--- src/rtl/ahb_master_ctrl.sv ---
// AHB-lite single-beat master controller: ping-pong staging of command addresses
// into two external HADDR registers, with pipelined address/data phases and error retry.
module ahb_master_ctrl #(
    parameter int ADDR_W = 16,
    parameter int DATA_W = 16
) (
    input  logic              clk,
    input  logic              rst,
    input  logic              cmd_valid,
    output logic              cmd_ready,
    input  logic [ADDR_W-1:0] cmd_addr,
    input  logic              cmd_write,
    input  logic [DATA_W-1:0] cmd_wdata,
    output logic [ADDR_W-1:0] data_in1,
    output logic [ADDR_W-1:0] data_in2,
    output logic              sel1,
    output logic              sel2,
    output logic              mux1,
    output logic [1:0]        htrans,
    output logic              hwrite,
    output logic [DATA_W-1:0] hwdata,
    input  logic              hready,
    input  logic              hresp,
    input  logic [DATA_W-1:0] hrdata,
    output logic              rsp_valid,
    output logic [DATA_W-1:0] rsp_rdata,
    output logic              rsp_err
);

    typedef enum logic [1:0] {
        ST_IDLE,
        ST_ADDR,
        ST_DATA,
        ST_PIPE
    } state_t;

    localparam logic [1:0] HTRANS_IDLE   = 2'b00;
    localparam logic [1:0] HTRANS_NONSEQ = 2'b10;

    state_t            state_q, state_d;
    logic [1:0]        slot_vld_q, slot_vld_d;
    logic [1:0]        slot_write_q, slot_write_d;
    logic [DATA_W-1:0] slot_wdata_q [2];
    logic [DATA_W-1:0] slot_wdata_d [2];
    logic              wr_ptr_q, wr_ptr_d;
    logic              iss_ptr_q, iss_ptr_d;
    logic              dp_vld_q, dp_vld_d;
    logic              dp_write_q, dp_write_d;
    logic [DATA_W-1:0] dp_wdata_q, dp_wdata_d;
    logic              mux1_q, mux1_d;
    logic [ADDR_W-1:0] data_in1_q, data_in1_d;
    logic [ADDR_W-1:0] data_in2_q, data_in2_d;
    logic              rsp_valid_q, rsp_valid_d;
    logic [DATA_W-1:0] rsp_rdata_q, rsp_rdata_d;
    logic              rsp_err_q, rsp_err_d;

    logic addr_act, data_act, addr_done, data_done, err_first, accept;

    // NOTE: every signal written here gets a default first, so no path can infer a latch.
    always_comb begin
        state_d      = state_q;
        slot_vld_d   = slot_vld_q;
        slot_write_d = slot_write_q;
        slot_wdata_d = slot_wdata_q;
        wr_ptr_d     = wr_ptr_q;
        iss_ptr_d    = iss_ptr_q;
        dp_vld_d     = dp_vld_q;
        dp_write_d   = dp_write_q;
        dp_wdata_d   = dp_wdata_q;
        sel1         = 1'b0;
        sel2         = 1'b0;
        data_in1     = data_in1_q;
        data_in2     = data_in2_q;

        addr_act  = (state_q == ST_ADDR) || (state_q == ST_PIPE);
        data_act  = (state_q == ST_DATA) || (state_q == ST_PIPE);
        addr_done = addr_act && hready;
        data_done = data_act && hready;
        err_first = data_act && hresp && !hready;

        // A full queue can still accept when the issuing slot frees at this edge.
        cmd_ready = !rst && (!(&slot_vld_q) || addr_done);
        accept    = cmd_valid && cmd_ready;

        rsp_valid_d = data_done;
        rsp_rdata_d = (data_done && !dp_write_q) ? hrdata : '0;
        rsp_err_d   = data_done && hresp;

        if (data_done) begin
            dp_vld_d = 1'b0;
        end
        if (addr_done) begin
            slot_vld_d[iss_ptr_q] = 1'b0;
            iss_ptr_d             = !iss_ptr_q;
            dp_vld_d              = 1'b1;
            dp_write_d            = slot_write_q[iss_ptr_q];
            dp_wdata_d            = slot_wdata_q[iss_ptr_q];
        end
        if (accept) begin
            slot_vld_d[wr_ptr_q]   = 1'b1;
            slot_write_d[wr_ptr_q] = cmd_write;
            slot_wdata_d[wr_ptr_q] = cmd_wdata;
            wr_ptr_d               = !wr_ptr_q;
            if (!wr_ptr_q) begin
                sel1     = 1'b1;
                data_in1 = cmd_addr;
            end else begin
                sel2     = 1'b1;
                data_in2 = cmd_addr;
            end
        end
        data_in1_d = data_in1;
        data_in2_d = data_in2;

        // First error cycle drops the pending address phase; the slot stays queued for reissue.
        if (hready) begin
            case ({slot_vld_d[iss_ptr_d], dp_vld_d})
                2'b00:   state_d = ST_IDLE;
                2'b10:   state_d = ST_ADDR;
                2'b01:   state_d = ST_DATA;
                default: state_d = ST_PIPE;
            endcase
        end else if (err_first) begin
            state_d = ST_DATA;
        end

        htrans = addr_act ? HTRANS_NONSEQ : HTRANS_IDLE;
        mux1   = addr_act ? iss_ptr_q : mux1_q;
        mux1_d = mux1;
        hwrite = addr_act && slot_write_q[iss_ptr_q];
        hwdata = (data_act && dp_write_q) ? dp_wdata_q : '0;
    end

    // NOTE: sequential state uses non-blocking assignments only; the tiny slot store is
    // reset along with everything else so no X can leak onto hwdata.
    always_ff @(posedge clk) begin
        if (rst) begin
            state_q         <= ST_IDLE;
            slot_vld_q      <= '0;
            slot_write_q    <= '0;
            slot_wdata_q[0] <= '0;
            slot_wdata_q[1] <= '0;
            wr_ptr_q        <= 1'b0;
            iss_ptr_q       <= 1'b0;
            dp_vld_q        <= 1'b0;
            dp_write_q      <= 1'b0;
            dp_wdata_q      <= '0;
            mux1_q          <= 1'b0;
            data_in1_q      <= '0;
            data_in2_q      <= '0;
            rsp_valid_q     <= 1'b0;
            rsp_rdata_q     <= '0;
            rsp_err_q       <= 1'b0;
        end else begin
            state_q         <= state_d;
            slot_vld_q      <= slot_vld_d;
            slot_write_q    <= slot_write_d;
            slot_wdata_q[0] <= slot_wdata_d[0];
            slot_wdata_q[1] <= slot_wdata_d[1];
            wr_ptr_q        <= wr_ptr_d;
            iss_ptr_q       <= iss_ptr_d;
            dp_vld_q        <= dp_vld_d;
            dp_write_q      <= dp_write_d;
            dp_wdata_q      <= dp_wdata_d;
            mux1_q          <= mux1_d;
            data_in1_q      <= data_in1_d;
            data_in2_q      <= data_in2_d;
            rsp_valid_q     <= rsp_valid_d;
            rsp_rdata_q     <= rsp_rdata_d;
            rsp_err_q       <= rsp_err_d;
        end
    end

    assign rsp_valid = rsp_valid_q;
    assign rsp_rdata = rsp_rdata_q;
    assign rsp_err   = rsp_err_q;

endmodule

--- config.mk ---
export PLATFORM = sky130hd
export DESIGN_NAME = ahb_master_ctrl
export DESIGN_NICKNAME = d
export VERILOG_FILES = /design/src/rtl/ahb_master_ctrl.sv
export SDC_FILE = /design/constraint.sdc
export NUM_CORES = 1
export LEC_CHECK = 0
export CORE_UTILIZATION = 30
export DETAILED_ROUTE_END_ITERATION = 16
export RECOVER_POWER = 100
export SETUP_SLACK_MARGIN = 0.2
export SKIP_CTS_REPAIR_TIMING = 1
export SYNTH_ARGS = -nofsm -noshare
export SYNTH_HDL_FRONTEND = slang
export SYNTH_SLANG_ARGS = --single-unit
--- constraint.sdc ---
create_clock -name clk -period 2.7 [get_ports clk]
set_clock_uncertainty 0.05 [all_clocks]
set_input_delay 0.81 -clock clk [delete_from_list [all_inputs] [get_ports clk]]
set_output_delay 0.81 -clock clk [all_outputs]
set_load 0.03 [all_outputs]
==> impl_metrics.ini, run 1 <==
[timing]
fin_crit_sh_pct = 110
slew_viol_final = 0
hold-worst-slack_ps = 405
finalSetupTns_ps = -7060
fmax_mhz = 337
setup_slack_ps = -267
tightest_slew_ps = 1080
fin_crit_ps = 2970
finalHoldViolCount = 0
final-setup-viol-count = 34
max_slew_margin_pct = 27.8
rsz0062_at_grt = yes

[setup_path]
cp_top_family = buffers and inverters
arrival_ps = 2110
critPathMaxFanout = 7
reg2reg_to = slot_wdata_q[14]
cp-end-kind = output port
start_kind = input pin
crit_slowest_cell = mux2_4
reg2reg_depth = 9
startpoint = hready
path_cells = buf_6, and2_4, buf_12, o21ai_4, clkbuf_16, mux2_4, buf_6
crit_required_ps = 1840
crit_end = data_in1[14]
cp_num_cells = 7
path_buf_inv = 4
worstSetupPathType = in -> out
r2r_slack_ps = 940
max_stage_delay_ps = 310
regToRegStartpoint = state_q[0]
path_common_cell = buf_6

[finish]
final_cell_mix = 109 x dfxtp_1, 74 x nand2_1, 69 x clkdlybuf4s50_1
final_cells = 769
final_core_util_pct = 46.5
num_antenna_cells = 0
mostFrequentLayoutCell = dfxtp_1
final_layout_size_suffix_gt1_share_pct = 25.6
area_growth_syn_to_layout_pct = 49.6
num-nets-final = 639

[global_route]
grt_max_degree = 95
antenna_found_initial = 0
grt_pass1_wl_mm = 16.5
grt_overflow = 0
grtUsageTotal_pct = 14.3
grt_pass1_vias = 3288

[drt]
drtPass1Iterations = 4
viasPerCell = 4.51
finalWirelength_mm = 11.4
final_antenna_net_count = 0
drt_iter0_drc = 137
via_count = 3465
routedWlPerCell_um = 14.8
drc = 0

[cts]
cts_buffers = 9
root_buffer = clkbuf_16
clockBufferDepth = 2
tritoncts = yes
cts.clk_slew.worst_paths_ps = 60
cts_max_level = 3
clock-sinks = 109
clock_latency_ps = 340

[floorplan]
core_area_um2 = 14000
ios = 127
die-area_um2 = 15000
die_w_um = 122
start_util_pct = 31.1
fp-row-count = 43
fp.dieH_um = 122

[flow_run]
drv_cap = 0

[synth]
yosysUniqueCellTypes = 36
synth_warnings = 0
ys_seq_elements = 109
syn_inst = 433
ys_seq_area_share_pct = 50.2
yosysTopAreaCell = dfxtp_1
netlist_area_um2 = 4350
synth.net_count = 487
synth.avg_cell_area_um2 = 10.0
yosysTopAreaCellShare_pct = 50.2
synth_area_leaders = dfxtp_1 50%, nand2_1 6.4%, mux2_4 6.2%, a21oi_1 4.5%, mux2i_1 4.1%

[place]
gp_congestion = 0.761
place_inst = 736
post-dp-hpwl_mm = 7.50
portBuffers = 125

[power_and_ir_drop]
leakage_nw = 2.94
p_total_mw = 3.45
peakVddDrop_uv = 305
cellPowerDensity_nw_per_um2 = 531

[status]
status = finished, violations left
violations = negative setup slack

[worst_hold_path]
hp-class = reg -> reg
## stage by stage
stage	cell area [µm²]	setup WS (ps)
after CTS	6100	-971
after global routing	6500	-293
after floorplan	4370	56.9
final	6500	-267
after detailed placement	5850	-952
after global placement	5850	-946
## power by group
group | switching (mW) | internal, mW
combinational | 0.284 | 0.299
sequential | 0.0267 | 1.67
clock | 0.545 | 0.625
## synthesized netlist by cell type, drive strengths merged
| cell type | number |
|---|---|
| dfxtp | 109 |
| nand2 | 74 |
| a21oi | 40 |
| mux2 | 33 |
| nor2 | 22 |
| nor2b | 22 |
| buf | 19 |
| a211oi | 18 |
| and2 | 18 |
| mux2i | 18 |
| and3 | 16 |
| clkbuf | 14 |
| and2b | 12 |
| inv | 3 |
| o21ai | 3 |
| xnor2 | 3 |
| a211o | 1 |
| a21bo | 1 |
| a31oi | 1 |
| and3b | 1 |
| conb | 1 |
| nor3 | 1 |
| nor3b | 1 |
| o31ai | 1 |
| or2 | 1 |
## worst min-delay path by stage
stage / from / end / slack [ps] / depth (start not counted)
finish: slot_wdata_q[21] / slot_wdata_q[21] / 400 / 2
global route: slot_wdata_q[6] / slot_wdata_q[6] / 420 / 2
CTS: slot_wdata_q[21] / slot_wdata_q[21] / 410 / 2
detailed placement: slot_wdata_q[21] / slot_wdata_q[21] / 400 / 2
global placement: slot_wdata_q[16] / slot_wdata_q[16] / 390 / 2
floorplan: slot_wdata_q[16] / slot_wdata_q[16] / 390 / 2
## worst min-delay path: stages (launching register included)
cell and delay [ps]:
dfxtp_1 310, nand2_1 50, a21oi_1 50
## flip-flops by register name (all words and copies together), names as in the netlist
| register | flops |
|---|---|
| data_in1_q | 16 |
| data_in2_q | 16 |
| slot_wdata_q | 32 |
| rsp_err | 1 |
| dp_wdata_q | 16 |
| dp_write_q | 1 |
| slot_write_q | 2 |
| slot_vld_q | 2 |
| iss_ptr_q | 1 |
| wr_ptr_q | 1 |
| dp_vld_q | 1 |
| rsp_valid | 1 |
| state_q | 2 |
| rsp_rdata | 16 |
| mux1_q | 1 |
## layout make-up
cell class | count | area (µm²)
clock buffer | 14 | 244
clock inverter | 1 | 8.76
fill | 1320 | 7490
inverter | 3 | 21.3
multi-input combinational | 288 | 2030
sequential | 109 | 2180
tap | 180 | 225
timing repair buffer | 174 | 1790
## metal layers
metal,vias up,track usage [%],share of wire [%]
li1,1741,-,-
met1,1645,17.5,44
met2,68,24.4,51
met3,11,2.88,3.8
met4,0,5.56,1.5
met5,-,0,0
## cells by family (layout without fill, tap and decap cells)
group | Yosys count | count (layout) | share of synthesized area [%]
AO/OA/AOI/OAI | 65 | 65 | 9.42
XOR/XNOR | 3 | 3 | 0.605
buffers and inverters | 36 | 192 | 4.81
flip-flops | 109 | 109 | 50.2
multiplexers | 51 | 51 | 14.3
other | 1 | 1 | 0.0863
AND/OR/NAND/NOR | 168 | 168 | 20.6
No activity file was read; power rests on OpenSTA's default activity.
==> inputs of run 2 (changes only) <==
- CORE_ASPECT_RATIO: default -> 0.5
==> run 2 against run 1 <==
Effect of this change: combinational power decreased by 2%; hold slack better by 1.3 ps; clock-buffer cell count shrank 3; cell count is 2.2% higher; via count shrank 0.49%; fmax up 3.2%; non-clock buffer count rose by 3; critical path depth stayed put; sequential power barely moved; the run still ends with negative setup slack left; die area is 0.20% higher; sequential share of layout area down 0.29 points; total power rose by 5.6%; largest cell class unchanged.
==> impl_metrics.ini, run 2 (synthesis gave the netlist of run 1 again) <==
[status]
status = finished, violations left
violations = negative setup slack

[global_route]
grt_max_degree = 80
grt_pass1_wl_mm = 16.9
antenna_found_initial = 0
grt_overflow = 0
grtUsageTotal_pct = 14.8
grt_pass1_vias = 3261

[timing]
fmax_mhz = 348
rsz0062_at_grt = yes
setup_slack_ps = -176
final-setup-viol-count = 32
hold-worst-slack_ps = 406
finalHoldViolCount = 0
slew_viol_final = 0
fin_crit_sh_pct = 107
fin_crit_ps = 2880

[cts]
clock_latency_ps = 350
root_buffer = clkbuf_16
clock-sinks = 109
cts_max_level = 3
clockBufferDepth = 2
tritoncts = yes
cts.clk_slew.worst_paths_ps = 70
cts_buffers = 9

[worst_hold_path]
worstHoldStart = slot_wdata_q[17]
hp-class = reg -> reg

[place]
place_inst = 745
portBuffers = 125
dp_slack_ps = -892
gp_congestion = 0.738
post-dp-hpwl_mm = 7.09

[setup_path]
arrival_ps = 2020
cp-end-kind = output port
crit_end = data_in2[2]
reg2reg_depth = 7
start_kind = input pin
r2r_slack_ps = 930
cp_num_cells = 7
path_common_cell = buf_6
cp_top_family = buffers and inverters
reg2reg_to = data_in2_q[2]
max_stage_delay_ps = 310
worstSetupPathType = in -> out
regToRegStartpoint = wr_ptr_q
critPathMaxFanout = 5
crit_slowest_cell = mux2_4
crit_required_ps = 1840
startpoint = hready
path_cells = buf_6, and2_4, o21ai_4, buf_12, buf_8, mux2_4, buf_6
path_buf_inv = 4

[floorplan]
die_w_um = 172
die-area_um2 = 15000
core_area_um2 = 13900
fp-row-count = 30
ios = 127
start_util_pct = 31.4
fp.dieH_um = 87.1

[power_and_ir_drop]
peakVddDrop_uv = 292
cellPowerDensity_nw_per_um2 = 556
leakage_nw = 2.97

[drt]
via_count = 3448
routedWlPerCell_um = 14.1
finalWirelength_mm = 11.1
drt_iter0_drc = 174
drc = 0
drtPass1Iterations = 4
viasPerCell = 4.39
final_antenna_net_count = 0

[finish]
final_cell_mix = 109 x dfxtp_1, 74 x nand2_1, 69 x clkdlybuf4s50_1
final_layout_size_suffix_gt1_share_pct = 26.8
final_cells = 786
area_growth_syn_to_layout_pct = 50.8
top_register = slot_wdata_q
num_antenna_cells = 0
mostFrequentLayoutCell = dfxtp_1
largest_reg_flops = 32
num-nets-final = 643

[flow_run]
drv_cap = 0
[run 2: changes by cell type in the layout (fill, tap and decap cells not counted), moves of 3 or more]
cell	change
clkbuf_1	-3
clkinv_4	+3
mux2_2	+3
mux2_4	-3
[run 2: per-layer routing]
layer,vias up,track usage [%],routed length (µm)
met5,-,0,0
met4,0,4.42,137
met3,10,3.91,340
met2,54,25.5,5510
met1,1640,18.3,5120
li1,1744,-,-
[run 2: worst min path at each step]
stage | endpoint | slack, ps | depth (start not counted)
after CTS | slot_wdata_q[31] | 410 | 2
after global placement | slot_wdata_q[27] | 390 | 2
after floorplan | slot_wdata_q[16] | 390 | 2
after detailed placement | slot_wdata_q[31] | 400 | 2
final | slot_wdata_q[17] | 410 | 2
after global routing | slot_wdata_q[4] | 420 | 2
[run 2: area by class of cell]
type / count / area (µm²)
clock buffer: 11 / 243
clock inverter: 5 / 67.6
fill: 1285 / 7300
inverter: 3 / 21.3
multi-input combinational: 288 / 2010
sequential: 109 / 2180
tap: 192 / 240
timing repair buffer: 177 / 1790
timing repair inverter: 1 / 6.26
[run 2: stage by stage]
stage               cell area, µm²  TNS [ps]  power (mW)  util [%]
floorplan                     4370         0        2.04         -
finish                        6560     -3920        3.64      47.3
CTS                           6170    -24430        3.64      44.5
global route                  6560     -5200        3.81      47.3
detailed placement            5860    -24220        2.26      42.3
global placement              5860    -23510        2.25      42.3
[run 2: tightest hold or removal path: stages, from the launching register on]
cell	delay, ps
dfxtp_1	310
nand2_1	50
a21oi_1	50
[run 2: report_power, final]
group          total, mW  leakage, nW  internal [mW]  switching, mW
sequential          1.69        0.886           1.67         0.0259
clock               1.37        0.152          0.759          0.615
combinational      0.574         1.93          0.295          0.279
total               3.64         2.97           2.72          0.920
